===== src/rtl/mem_port_arbiter.sv =====
// mem_port_arbiter: N-requester arbiter feeding a registered issue stage in
// front of a single-port memory, with read-data return routed by port tag.
//
// Ports:
//   clk, rst_n   clock (rising edge), asynchronous active-low reset
//   req_valid    per-port request valid
//   req_we       per-port write enable (0 = read)
//   req_addr     packed per-port addresses, port i at [i*AddrWidth +: AddrWidth]
//   req_wdata    packed per-port write data, port i at [i*DataWidth +: DataWidth]
//   req_ready    one-hot grant, combinational from req_valid and the rr pointer
//   mem_en       registered access strobe
//   mem_we       registered write enable
//   mem_addr     registered address
//   mem_wdata    registered write data
//   mem_rdata    memory read data, valid ReadLatency cycles after a read issue
//   rsp_valid    read response valid
//   rsp_port     port index that owns rsp_data
//   rsp_data     read data, pass-through of mem_rdata
module mem_port_arbiter #(
    parameter int unsigned NumPorts    = 4,
    parameter int unsigned AddrWidth   = 32,
    parameter int unsigned DataWidth   = 32,
    parameter int unsigned ArbMode     = 1,
    parameter int unsigned ReadLatency = 1,
    localparam int unsigned PortIdW    = (NumPorts > 1) ? $clog2(NumPorts) : 1
) (
    input  logic                            clk,
    input  logic                            rst_n,
    input  logic [NumPorts-1:0]             req_valid,
    input  logic [NumPorts-1:0]             req_we,
    input  logic [NumPorts*AddrWidth-1:0]   req_addr,
    input  logic [NumPorts*DataWidth-1:0]   req_wdata,
    output logic [NumPorts-1:0]             req_ready,
    output logic                            mem_en,
    output logic                            mem_we,
    output logic [AddrWidth-1:0]            mem_addr,
    output logic [DataWidth-1:0]            mem_wdata,
    input  logic [DataWidth-1:0]            mem_rdata,
    output logic                            rsp_valid,
    output logic [PortIdW-1:0]              rsp_port,
    output logic [DataWidth-1:0]            rsp_data
);

    typedef struct packed {
        logic               valid;
        logic [PortIdW-1:0] port;
    } tag_t;

    logic [NumPorts-1:0]  gnt_c;
    logic [PortIdW-1:0]   win_idx;
    logic                 accept;
    logic                 sel_we;
    logic [AddrWidth-1:0] sel_addr;
    logic [DataWidth-1:0] sel_wdata;

    logic [PortIdW-1:0]   ptr_q, ptr_d;
    logic                 mem_en_q, mem_we_q;
    logic [AddrWidth-1:0] mem_addr_q;
    logic [DataWidth-1:0] mem_wdata_q;
    logic [PortIdW-1:0]   iss_port_q;
    tag_t                 tag_d;
    tag_t                 tag_q [ReadLatency];

    // Winner selection. Round-robin is done in two passes: first the ports at
    // or above the pointer, then (wrapping) the lowest valid port overall.
    always_comb begin
        gnt_c   = '0;
        win_idx = '0;
        accept  = 1'b0;
        if (ArbMode == 0 || NumPorts == 1) begin
            for (int unsigned i = 0; i < NumPorts; i++) begin
                if (!accept && req_valid[i]) begin
                    accept   = 1'b1;
                    gnt_c[i] = 1'b1;
                    win_idx  = PortIdW'(i);
                end
            end
        end else begin
            for (int unsigned i = 0; i < NumPorts; i++) begin
                if (!accept && req_valid[i] && (i >= 32'(ptr_q))) begin
                    accept   = 1'b1;
                    gnt_c[i] = 1'b1;
                    win_idx  = PortIdW'(i);
                end
            end
            for (int unsigned i = 0; i < NumPorts; i++) begin
                if (!accept && req_valid[i]) begin
                    accept   = 1'b1;
                    gnt_c[i] = 1'b1;
                    win_idx  = PortIdW'(i);
                end
            end
        end
    end

    assign req_ready = gnt_c;

    // Pointer moves past the winner on every accept, otherwise holds.
    always_comb begin
        ptr_d = ptr_q;
        if (NumPorts == 1 || ArbMode == 0) begin
            ptr_d = '0;
        end else if (accept) begin
            if (win_idx == PortIdW'(NumPorts - 1)) begin
                ptr_d = '0;
            end else begin
                ptr_d = win_idx + PortIdW'(1);
            end
        end
    end

    // Payload mux driven by the one-hot grant.
    always_comb begin
        sel_we    = 1'b0;
        sel_addr  = '0;
        sel_wdata = '0;
        for (int unsigned i = 0; i < NumPorts; i++) begin
            if (gnt_c[i]) begin
                sel_we    = req_we[i];
                sel_addr  = req_addr[i*AddrWidth +: AddrWidth];
                sel_wdata = req_wdata[i*DataWidth +: DataWidth];
            end
        end
    end

    // Issue stage: address/data hold when idle so the memory bus stays quiet.
    always_ff @(posedge clk or negedge rst_n) begin
        if (!rst_n) begin
            ptr_q       <= '0;
            mem_en_q    <= 1'b0;
            mem_we_q    <= 1'b0;
            mem_addr_q  <= '0;
            mem_wdata_q <= '0;
            iss_port_q  <= '0;
        end else begin
            ptr_q    <= ptr_d;
            mem_en_q <= accept;
            mem_we_q <= accept & sel_we;
            if (accept) begin
                mem_addr_q  <= sel_addr;
                mem_wdata_q <= sel_wdata;
                iss_port_q  <= win_idx;
            end
        end
    end

    assign mem_en    = mem_en_q;
    assign mem_we    = mem_we_q;
    assign mem_addr  = mem_addr_q;
    assign mem_wdata = mem_wdata_q;

    // Tag entering the return pipe in the cycle the memory sees the access.
    always_comb begin
        tag_d       = '0;
        tag_d.valid = mem_en_q & ~mem_we_q;
        tag_d.port  = iss_port_q;
    end

    // Return-tag shift register, aligned with the memory read latency.
    always_ff @(posedge clk or negedge rst_n) begin
        if (!rst_n) begin
            for (int unsigned i = 0; i < ReadLatency; i++) begin
                tag_q[i] <= '0;
            end
        end else begin
            tag_q[0] <= tag_d;
            for (int unsigned i = 1; i < ReadLatency; i++) begin
                tag_q[i] <= tag_q[i-1];
            end
        end
    end

    assign rsp_valid = tag_q[ReadLatency-1].valid;
    assign rsp_port  = tag_q[ReadLatency-1].port;
    assign rsp_data  = mem_rdata;

endmodule


===== config.mk =====
export PLATFORM = sky130hd
export DESIGN_NAME = mem_port_arbiter
export DESIGN_NICKNAME = d
export VERILOG_FILES = /design/src/rtl/mem_port_arbiter.sv
export SDC_FILE = /design/constraint.sdc
export NUM_CORES = 1
export LEC_CHECK = 0
export BUFFER_PORTS_ARGS = -buffer_cell sky130_fd_sc_hd__buf_2
export CORE_AREA = 2 2 155 157
export DETAILED_ROUTE_END_ITERATION = 8
export DIE_AREA = 0 0 157 159
export GPL_ROUTABILITY_DRIVEN = 0
export PLACE_DENSITY = 0.55
export REMOVE_ABC_BUFFERS = 1
export SLEW_MARGIN = 40
export SYNTH_ARGS = -nofsm -noshare
export SYNTH_HDL_FRONTEND = slang
export SYNTH_SLANG_ARGS = --single-unit

===== constraint.sdc =====
create_clock -name clk -period 1.65 [get_ports clk]
set_input_delay 0.2475 -clock clk [delete_from_list [all_inputs] [get_ports clk]]
set_output_delay 0.2475 -clock clk [all_outputs]
set_load 0.03 [all_outputs]

==> results of run 1 <==
area by class of cell:
| cell class | instances | area (um^2) |
|---|---|---|
| fill | 2358 | 15350 |
| timing repair buffer | 397 | 2646 |
| multi-input combinational | 287 | 2611 |
| sequential | 73 | 1829 |
| tap | 319 | 399.1 |
| clock buffer | 11 | 252.7 |
| clock inverter | 5 | 77.57 |
| inverter | 5 | 23.77 |
stage by stage:
stage	TNS, ps	setup slack [ps]	instances	hold WS, ps
global route	-10500	-256.2	1097	163.1
floorplan	-161770	-2323	365	-48.09
global placement	-2505	-103.2	1051	250.1
finish	-7133	-219.8	1097	150.5
detailed placement	-5970	-149.1	1051	254.1
CTS	-5338	-186.3	1088	131.5
worst reg2reg max path, delay by kind of cell (launching register included):
| kind | cells | cell delay (ps) |
|---|---|---|
| compound gates | 3 | 620 |
| buf+inv | 5 | 620 |
| flops | 1 | 450 |
state kept, by name, summed over array words and instances (netlist names):
name and flops:
mem_addr 32, mem_wdata 32, iss_port_q 2, ptr_q 2, rsp_port 2, mem_en 1
mem_we 1, rsp_valid 1
power by group:
part / internal [uW] / leakage [uW] / switching, uW
Combinational: 2170 / 0.00240 / 3090
Sequential: 2350 / 0.000879 / 336
Clock: 1400 / 0.000162 / 843
Total: 5920 / 0.00344 / 4270
timing repair:
| action | in CTS | in global routing |
|---|---|---|
| resized for setup | 110 | 64 |
| pin swaps | 22 | 30 |
| setup buffers | 16 | 3 |
| hold buffers | 1 | 0 |
| gates cloned | 5 | 6 |
| endpoints found under the setup margin | 71 | 72 |
| endpoints found under the hold margin | 30 | 0 |
layer usage:
| metal | track usage, % | vias to the layer above | share of wire (%) |
|---|---|---|---|
| met5 | 0 | - | 0.053 |
| met4 | 5.713 | 2 | 1.8 |
| met3 | 7.594 | 33 | 10 |
| met2 | 28.91 | 320 | 48 |
| met1 | 20.32 | 2594 | 40 |
| li1 | - | 2415 | - |
worst max-delay path by stage:
stage,start,end,cells past startpoint
3_5_place_dp,ptr_q[1]$_DFFE_PN0P_,mem_wdata[6]$_DFFE_PN0P_,7
2_1_floorplan,req_valid[1],mem_addr[0]$_DFFE_PN0P_,4
5_1_grt,ptr_q[0]$_DFFE_PN0P_,req_ready[0],5
4_1_cts,ptr_q[0]$_DFFE_PN0P_,req_ready[0],5
6_report,ptr_q[1]$_DFFE_PN0P_,req_ready[0],5
3_3_place_gp,ptr_q[1]$_DFFE_PN0P_,mem_wdata[6]$_DFFE_PN0P_,7
cell usage in the layout, fill, tap and decap left out, types with 2 or more instances in the layout:
master     instances
o21ai_0            2
buf_2            333
clkinv_2           2
clkbuf_16         15
nor2_1             3
a21oi_2            2
buf_16             8
buf_6             11
a211o_1            2
a22oi_1            9
nor2b_1            2
buf_12            14
nand2_1            3
a211oi_2          60
inv_2              2
bufinv_16          2
buf_4             22
clkbuf_8           2
o22ai_1           64
dfrtp_2            2
inv_4              2
a21oi_1           66
a22oi_2           55
a211oi_4           4
buf_8              2
dfrtp_1           71
cells by family after synthesis:
family / after synthesis / share of synthesized area, %
buffers and inverters: 88 / 12.28
AND/OR/NAND/NOR: 13 / 1.880
flip-flops: 73 / 42.89
AO/OA/AOI/OAI: 274 / 42.95
==> out/metrics.yaml, run 1 <==
outcome:
  outcome: "finished, violations left"
  violations_in_the_final_reports: "negative setup slack"
timing:
  slew_violations: 0
  achievable-frequency_ghz: 0.5348
  finalWorstPathRequiredPeriod_ps: 1870
  setup_viol: 70
  slew_headroom_pct: 64.22
  rsz0062_at_grt: "true"
  period_share_pct: 113.3
  final-hold-violation-count: 0
  layout_skew_ps: 4.738
  post-route-worst-setup-slack_ps: -219.8
  slew_at_the_pin_closest_to_its_max_slew_limit_ps: 536.7
place:
  post_dp_cell_area_mm2: 0.006259
  detailed_placement_wirelength_estimate_um: 16080
  placement.io_buffers: 338
clocking:
  cts_root_buf: "clkbuf_16"
  cts-root-to-sink-buffers: 2
  cts-buffers-inserted: 9
  insertion_delay_ps: 340
  path_clk_slew_ps: 60
  tritoncts: "yes"
  cts.sinks: 73
  cts_htree_levels: 3
detailed_routing:
  routed-via-count: 5364
  routed_wl_um: 24390
  drc: 0
  detail_route.wl_per_cell_um: 22.24
  drt_iter0_drc: 364
  antenna_left: 0
  drt_pre_antenna_iters: 4
  detail_route.vias_per_cell: 4.890
min_path:
  min_delay_path_depth: 3
  whs_endpoint: "mem_we$_DFF_PN0_"
  hold_class: "input pin to flop"
  worstHoldStart: "req_we[3]"
worst_setup_path:
  max_stage_delay_ps: 450
  critical_path.top_delay_family: "flip-flops"
  setup.worst_path.class: "flop to output port"
  timing.critical_path.slowest_stage_cell: "dfrtp_2"
  critical_path.cell_chain: "buf_4, nor2_1, o311a_4, buf_12, buf_8"
  worstPathMaxFanout: 6
  setup.worst_path.end_class: "output port"
  timing.rr.end: "mem_addr[4]$_DFFE_PN0P_"
  regToRegSetupSlack_ps: -150
  worstRegToRegCells: 8
  timing.critical_path.arrival_ps: 1620
  worst_setup_path_start_kind: "flop"
  critical_path_rt_ps: 1400
  launch_instance_of_the_worst_register_to_register_path: "ptr_q[1]$_DFFE_PN0P_"
  cp.buffers_inverters: 3
power_and_ir_drop:
  totalPowerFinal_uw: 10190
  power_leakage_uw: 0.003441
  irDropWorstVdd_v: 0.0005000
  power_per_cell_area_mw_per_mm2: 1299
synthesis:
  synth_area_per_cell_um2: 9.507
  yosysTopAreaCell: "dfrtp_1"
  post_synth_most_frequent_cells: "73 x dfrtp_1, 69 x a21oi_1, 64 x a22oi_1, 64 x o22ai_1, 61 x a211oi_1"
  edff_count_synth: 0
  ys_async_sr_fraction_pct: 100.0
  yosys_register_bits: 73
  most_common_cell_in_the_synthesized_netlist: "dfrtp_1"
  synthesis.instances: 448
  ys_dominant_reg_cell: "dfrtp_1"
  yosys_warnings: 0
  synthDistinctLibCells: 26
  post_synthesis_instance_area_mm2: 0.004259
  ys_seq_area_share_pct: 42.89
  synth_top_area_share_pct: 42.89
  ranking_of_synthesized_cells_by_area: "dfrtp_1 43%, a22oi_1 11%, a211oi_1 11%"
die:
  die_area_mm2: 0.02496
  start_util_pct: 18.36
  core_area_mm2: 0.02319
  design.portCount: 403
  die_width_um: 157
  fp.dieH_um: 159
  row_count: 56
run:
  max_cap_violations: 0
final_layout:
  finish.utilization_pct: 33.80
  fraction_of_layout_instances_using_a_drive_strength_above_1_pct: 70.82
  finalInstanceArea_mm2: 0.007840
  n_antenna_cell: 0
  area_grow_syn2layout_pct: 84.08
  final_nets: 1071
grt:
  grt_pass1_vias: 5498
  track_usage_pct: 17.53
  initial_antenna_violation_count: 2
  largest_net_degree_at_the_start_of_global_routing: 38
  grt_first_pass_wirelength_um: 32690
  overflow: 0
No activity file was read; power rests on OpenSTA's default activity.
==> inputs of run 2 (changes only) <==
--- a/config.mk
+++ b/config.mk
@@ -9,8 +9,7 @@
 export CORE_AREA = 2 2 155 157
 export DETAILED_ROUTE_END_ITERATION = 8
 export DIE_AREA = 0 0 157 159
-export GPL_ROUTABILITY_DRIVEN = 0
-export PLACE_DENSITY = 0.55
+export PLACE_DENSITY = 0.53
 export REMOVE_ABC_BUFFERS = 1
 export SLEW_MARGIN = 40
 export SYNTH_ARGS = -nofsm -noshare
==> constraint.sdc (replaced) <==
create_clock -name clk -period 2.2 [get_ports clk]
set_input_delay 0.33 -clock clk [delete_from_list [all_inputs] [get_ports clk]]
set_output_delay 0.33 -clock clk [all_outputs]
set_load 0.03 [all_outputs]
==> run 2 against run 1 <==
Compared with the run above:
- the flow now finishes without violations
- wire length shrank 14%
- critical path depth is the same
- design area shrank 19%
- highest routed layer is now met4
==> out/metrics.yaml, run 2 (same netlist as run 1, synthesis figures left out) <==
outcome:
  outcome: "finished clean"
grt:
  grtUsageMet1_pct: 20.10  # -0.22 points
  global_route.peak_usage_layer: "met2"
  grt_pass1_vias: 5117  # -6.9%
  initial_antenna_violation_count: 0  # -2
  global_route.usage.met2_pct: 24.88  # -4.0 points
  track_usage_pct: 16.18  # -1.3 points
  global_route_met3_usage_pct: 7.267  # -0.33 points
  grt_first_pass_wirelength_um: 30280  # -7.4%
  largest_net_degree_at_the_start_of_global_routing: 44  # +16%
  overflow: 0  # unchanged
detailed_routing:
  detail_route.wl_per_cell_um: 19.83  # -11%
  routed-via-count: 5057  # -5.7%
  drt_pre_antenna_iters: 5  # +1
  detail_route.vias_per_cell: 4.766  # -2.5%
  drt_iter0_drc: 233  # -36%
  routed_wl_um: 21040  # -14%
  antenna_left: 0  # unchanged
  drc: 0  # unchanged
timing:
  rsz0062_at_grt: "false"
  layout_skew_ps: 6.410  # +1.672 ps
  final.hold.worst_slack_ps: 210.1  # +59.59 ps
  period_share_pct: 96.10
  slew_headroom_pct: 67.77  # +3.5 points
  achievable-frequency_ghz: 0.4730
  post-route-worst-setup-slack_ps: 85.80  # +305.6 ps
  finalWorstPathRequiredPeriod_ps: 2114
  setup_viol: 0  # -100%
  final-hold-violation-count: 0  # unchanged
  slew_at_the_pin_closest_to_its_max_slew_limit_ps: 479.9  # -56.83 ps
  slew_violations: 0  # unchanged
die:
  die_width_um: 157  # unchanged
  core_area_mm2: 0.02319  # unchanged
  die_area_mm2: 0.02496  # unchanged
  row_count: 56  # unchanged
  fp.dieH_um: 159  # unchanged
  design.portCount: 403  # unchanged
  start_util_pct: 18.36  # unchanged
clocking:
  cts-root-to-sink-buffers: 2  # unchanged
  cts_htree_levels: 3  # unchanged
  post-cts-setup-buffer-count: 0  # -16
  cts.sinks: 73  # unchanged
  path_clk_slew_ps: 60  # about the same
  tritoncts: "yes"
  cts-buffers-inserted: 9  # unchanged
  insertion_delay_ps: 340  # about the same
  cts_root_buf: "clkbuf_16"
worst_setup_path:
  setup.worst_path.class: "flop to output port"
  worstPathMaxFanout: 33  # +27
  timing.rr.end: "mem_we$_DFF_PN0_"
  timing.critical_path.depth: 5  # unchanged
  regToRegSetupSlack_ps: 380  # +530 ps
  cp.buffers_inverters: 2  # -1
  worst_setup_path_start_kind: "flop"
  critical_path.cell_chain: "nand2b_1, a211oi_2, nor2_4, buf_12, buf_2"
  setup.worst_path.end_class: "output port"
  timing.critical_path.slowest_stage_cell: "dfrtp_1"
  timing.critical_path.arrival_ps: 1780  # +160 ps
  worst_setup_path_startpoint: "ptr_q[0]$_DFFE_PN0P_"
  worstRegToRegCells: 6  # -2
  max_stage_delay_ps: 450  # about the same
  launch_instance_of_the_worst_register_to_register_path: "ptr_q[0]$_DFFE_PN0P_"
  crit_end: "req_ready[2]"
  critical_path_rt_ps: 1870  # +470 ps
  critical_path.top_delay_family: "flip-flops"
min_path:
  hold_class: "input pin to flop"
final_layout:
  n_fill_cell: 2499  # +6.0%
  n_antenna_cell: 0  # unchanged
  finish.utilization_pct: 27.42  # -6.4 points
  layout.cells.most_common: "buf_2"
  fraction_of_layout_instances_using_a_drive_strength_above_1_pct: 51.89  # -19 points
  layout.cells.most_common_list: "337 x buf_2, 73 x dfrtp_1, 69 x a21oi_1, 64 x a22oi_1, 64 x o22ai_1"
  area_grow_syn2layout_pct: 49.32
  finalInstanceArea_mm2: 0.006360  # -19%
  final_nets: 1035  # -3.4%
  number_of_standard_cells_in_the_layout_taps_in_and_fillers_out: 1061  # -3.3%
power_and_ir_drop:
  power_per_cell_area_mw_per_mm2: 989.0  # -24%
  power_leakage_uw: 0.002959  # -14%
  irDropWorstVdd_v: 0.0003514  # -30%
place:
  post_dp_cell_area_mm2: 0.006077  # -2.9%
  placement.io_buffers: 338  # unchanged
  detailedPlace.worstSlack_ps: 314.8  # +463.8 ps
  detailed_placement_wirelength_estimate_um: 16180  # +0.63%
  placedCellCount: 1044  # -0.67%
  finalWeightedCongestion: 0.8171
run:
  max_cap_violations: 0  # unchanged
[run 2: cell types whose count changed in the layout (fill, tap and decap cells not counted), sizes merged]
| cell | previous run | this run |
|---|---|---|
| bufinv | 2 | 0 |
| buf | 390 | 360 |
| clkbuf | 17 | 12 |
| clkinvlp | 1 | 0 |
| clkinv | 2 | 4 |
[run 2: worst min-delay path, stage by stage]
cell and delay, ps:
buf_2 80, nand2_1 40, o21ai_0 70
[run 2: how the worst min path moves through the flow]
stage | depth (start not counted) | to | slack (ps) | start
3_5_place_dp | 1 | mem_wdata[1]$_DFFE_PN0P_ | 310 | rst_n
5_1_grt | 3 | mem_we$_DFF_PN0_ | 240 | req_we[3]
4_1_cts | 3 | mem_we$_DFF_PN0_ | 190 | req_we[3]
6_report | 3 | mem_we$_DFF_PN0_ | 210 | req_we[3]
3_3_place_gp | 1 | mem_wdata[1]$_DFFE_PN0P_ | 310 | rst_n
2_1_floorplan | 0 | iss_port_q[0]$_DFFE_PN0P_ | 30 | rst_n
[run 2: cell type report]
| type | count | area, um^2 | share of cell area [%] |
|---|---|---|---|
| flip-flops and latches | 73 | 1827 | 28.72 |
| inverters | 5 | 18.77 | 0.2951 |
| clock buffers | 12 | 236.5 | 3.718 |
| well taps | 319 | 399.1 | 6.276 |
| multi-input cells | 287 | 1936 | 30.43 |
| repair buffers | 361 | 1923 | 30.24 |
| clock inverters | 4 | 20.02 | 0.3148 |
[run 2: where the power goes]
| group | internal, uW | switching [uW] | leakage, uW |
|---|---|---|---|
| clock network | 758 | 602 | 0.000130 |
| logic | 1010 | 1910 | 0.00195 |
| registers | 1760 | 243 | 0.000881 |
| total | 3530 | 2760 | 0.00296 |
[run 2: what timing repair did]
action                                  CTS  global route
gates resized for setup                   1             4
endpoints found under the setup margin    1             2
pin swaps                                 0             0
hold buffers                              1             0
endpoints found under the hold margin    30             0
[run 2: through the flow]
stage | power, uW | setup TNS (ps)
finish | 6290 | 0
global route | 6651 | 0
global placement | 4944 | 0
CTS | 6370 | 0
detailed placement | 4950 | 0
floorplan | 3756 | -126840
[run 2: layer usage]
metal | share of wire (%) | vias to the layer above
met2 | 44 | 298
met3 | 12 | 23
met1 | 42 | 2407
met5 | 0 | -
met4 | 1.8 | 0
li1 | - | 2329
==> inputs of run 3 (changes only) <==
--- a/config.mk
+++ b/config.mk
@@ -7,9 +7,11 @@
 export LEC_CHECK = 0
 export BUFFER_PORTS_ARGS = -buffer_cell sky130_fd_sc_hd__buf_2
 export CORE_AREA = 2 2 155 157
+export CTS_BUF_LIST = sky130_fd_sc_hd__clkbuf_2
 export DETAILED_ROUTE_END_ITERATION = 8
 export DIE_AREA = 0 0 157 159
-export PLACE_DENSITY = 0.53
+export PLACE_DENSITY = 0.48
+export RECOVER_POWER = 25
 export REMOVE_ABC_BUFFERS = 1
 export SLEW_MARGIN = 40
 export SYNTH_ARGS = -nofsm -noshare
==> run 3 against run 2 <==
Compared with the run above:
- worst hold slack worse by 150 ps
- first-iteration DRC count is 150% higher
- clock power shrank 40%
- register-to-register slack worse by 100 ps
- global-route usage rose by 3.4 points
- utilization grew 8.4 points
==> out/metrics.yaml, run 3 (same netlist as run 1, synthesis figures left out) <==
outcome:
  outcome: "finished clean"
die:
  design.portCount: 403  # unchanged
  die_area_mm2: 0.02496  # unchanged
  fp.dieH_um: 159  # unchanged
  core_area_mm2: 0.02319  # unchanged
  row_count: 56  # unchanged
  start_util_pct: 18.36  # unchanged
  die_width_um: 157  # unchanged
place:
  detailedPlace.worstSlack_ps: 240.9  # -73.89 ps
  placedCellCount: 1037  # -0.67%
  post_dp_cell_area_mm2: 0.006091  # +0.23%
  detailed_placement_wirelength_estimate_um: 15690  # -3.0%
  finalWeightedCongestion: 0.8131  # -0.49%
  placement.io_buffers: 338  # unchanged
power_and_ir_drop:
  clock_power_share_pct: 13.1  # -8.5 points
  pwr-share-comb_pct: 54.7  # +8.2 points
  swShare_pct: 45.83  # +2.0 points
  p_sw_uw: 2864  # +3.9%
  power_per_cell_area_mw_per_mm2: 751.9  # -24%
  cell_internal_pwr_uw: 3385  # -4.2%
  irDropWorstVdd_v: 0.0002945  # -16%
  totalPowerFinal_uw: 6249  # -0.65%
  seqPwrFrac_pct: 32.2  # +0.4 points
  power_leakage_uw: 0.003756  # +27%
worst_setup_path:
  worstRegToRegCells: 7  # +1
  worst_setup_path_start_kind: "flop"
  timing.rr.end: "mem_wdata[26]$_DFFE_PN0P_"
  critical_path_rt_ps: 1870  # about the same
  worstPathMaxFanout: 7  # -79%
  setup.worst_path.class: "flop to output port"
  timing.critical_path.arrival_ps: 1770  # about the same
  launch_instance_of_the_worst_register_to_register_path: "ptr_q[0]$_DFFE_PN0P_"
  setup.worst_path.end_class: "output port"
  regToRegSetupSlack_ps: 280  # -100 ps
final_layout:
  fraction_of_layout_instances_using_a_drive_strength_above_1_pct: 42.66  # -9.2 points
  number_of_standard_cells_in_the_layout_taps_in_and_fillers_out: 1253  # +18%
  finalInstanceArea_mm2: 0.008310  # +31%
  layout.cells.most_common_list: "334 x buf_2, 188 x dlygate4sd3_1, 71 x dfrtp_1, 66 x a21oi_1"
  area_grow_syn2layout_pct: 95.12
  layout.cells.most_common: "buf_2"
  final_nets: 1227  # +19%
min_path:
  hold_class: "input pin to flop"
  min_delay_path_depth: 3  # unchanged
  worstHoldStart: "req_addr[16]"
  whs_endpoint: "mem_addr[16]$_DFFE_PN0P_"
detailed_routing:
  drc: 0  # unchanged
  drt_iter0_drc: 574  # +150%
  detail_route.vias_per_cell: 4.915  # +3.1%
  routed-via-count: 6158  # +22%
  routed_wl_um: 24850  # +18%
  detail_route.wl_per_cell_um: 19.83  # about the same
  drt_pre_antenna_iters: 5  # unchanged
  antenna_left: 0  # unchanged
grt:
  grt_first_pass_wirelength_um: 37050  # +22%
  grt_pass1_vias: 6762  # +32%
  global_route.usage.met2_pct: 29.96  # +5.1 points
  largest_net_degree_at_the_start_of_global_routing: 65  # +48%
  global_route_met3_usage_pct: 7.458  # +0.19 points
  overflow: 0  # unchanged
  initial_antenna_violation_count: 1  # +1
  grtUsageMet1_pct: 22.59  # +2.5 points
  track_usage_pct: 19.53  # +3.4 points
  global_route.peak_usage_layer: "met2"
timing:
  layout_skew_ps: 49.28  # +42.87 ps
  achievable-frequency_ghz: 0.4771  # +0.87%
  period_share_pct: 95.27  # -0.83 points
  post-route-worst-setup-slack_ps: 104.0  # +18.18 ps
  slew_at_the_pin_closest_to_its_max_slew_limit_ps: 1026  # +546.3 ps
  setup_viol: 0  # unchanged
  final-hold-violation-count: 0  # unchanged
  finalWorstPathRequiredPeriod_ps: 2096  # -18.18 ps
  rsz0062_at_grt: "true"
  setup_tns_ps: 0  # unchanged
  slew_headroom_pct: 31.59  # -36 points
  slew_violations: 0  # unchanged
clocking:
  cts_htree_levels: 3  # unchanged
  tritoncts: "yes"
  cts_root_buf: "clkbuf_2"
  path_clk_slew_ps: 260  # +200 ps
  insertion_delay_ps: 580  # +240 ps
  cts.sinks: 73  # unchanged
  cts-buffers-inserted: 9  # unchanged
  cts-root-to-sink-buffers: 2  # unchanged
run:
  max_cap_violations: 0  # unchanged
## run 3: changes by cell type in the layout (fill, tap and decap cells not counted), moves of 4 or more
| cell | delta |
|---|---|
| dlygate4sd3_1 | +187 |
| buf_12 | +5 |
| clkinv_2 | -4 |
| clkbuf_16 | -9 |
| clkbuf_2 | +11 |
## run 3: layout make-up
| type | count | area (um^2) |
|---|---|---|
| fillers | 2354 | 14880 |
| repair buffers | 553 | 3961 |
| multi-input cells | 287 | 1987 |
| flip-flops and latches | 73 | 1829 |
| well taps | 319 | 399.1 |
| clock inverters | 5 | 57.56 |
| clock buffers | 10 | 50.05 |
| inverters | 5 | 23.77 |
| diodes | 1 | 2.502 |
## run 3: worst max path at each step
stage	start	to	slack [ps]	cells past startpoint
after CTS	ptr_q[1]$_DFFE_PN0P_	req_ready[1]	-30	4
after global placement	ptr_q[1]$_DFFE_PN0P_	req_ready[3]	280	6
after detailed placement	ptr_q[1]$_DFFE_PN0P_	req_ready[3]	240	6
after floorplan	req_valid[1]	mem_addr[0]$_DFFE_PN0P_	-1860	4
after global routing	ptr_q[0]$_DFFE_PN0P_	req_ready[2]	-40	4
final	ptr_q[0]$_DFFE_PN0P_	req_ready[2]	100	4
## run 3: per-stage QoR
| stage | hold slack [ps] | util [%] |
|---|---|---|
| 2_1_floorplan | 34.41 | - |
| 4_1_cts | 0.4413 | 35.58 |
| 5_1_grt | 11.63 | 35.83 |
| 3_5_place_dp | 335.4 | 26.26 |
| 6_report | 59.45 | 35.83 |
| 3_3_place_gp | 348.7 | 26.26 |
## run 3: layer usage
| layer | routed length [um] | share of wire (%) |
|---|---|---|
| met5 | 122 | 0.49 |
| met4 | 1320 | 5.3 |
| met3 | 2344 | 9.4 |
| met2 | 11090 | 45 |
| met1 | 9969 | 40 |
## run 3: critical path, stage by stage (launching register included)
cell	delay, ps
dfrtp_2	520
nand2b_4	180
a211oi_4	290
nor2_4	60
buf_2	190
## run 3: timing repair
item,in CTS,in global routing
gates resized for setup,11,12
gates cloned,2,0
setup endpoints to repair,4,4
pin swaps,5,3
hold buffers,188,0
setup buffers,8,2
hold endpoints to repair,90,0
## run 3: power groups by stage
stage	Sequential, uW	Clock, uW	Combinational [uW]
global placement	2040	0	2940
detailed placement	2030	0	2950
finish	2010	817	3420
floorplan	2810	0	948
global route	2070	933	3660
CTS	2000	866	3360
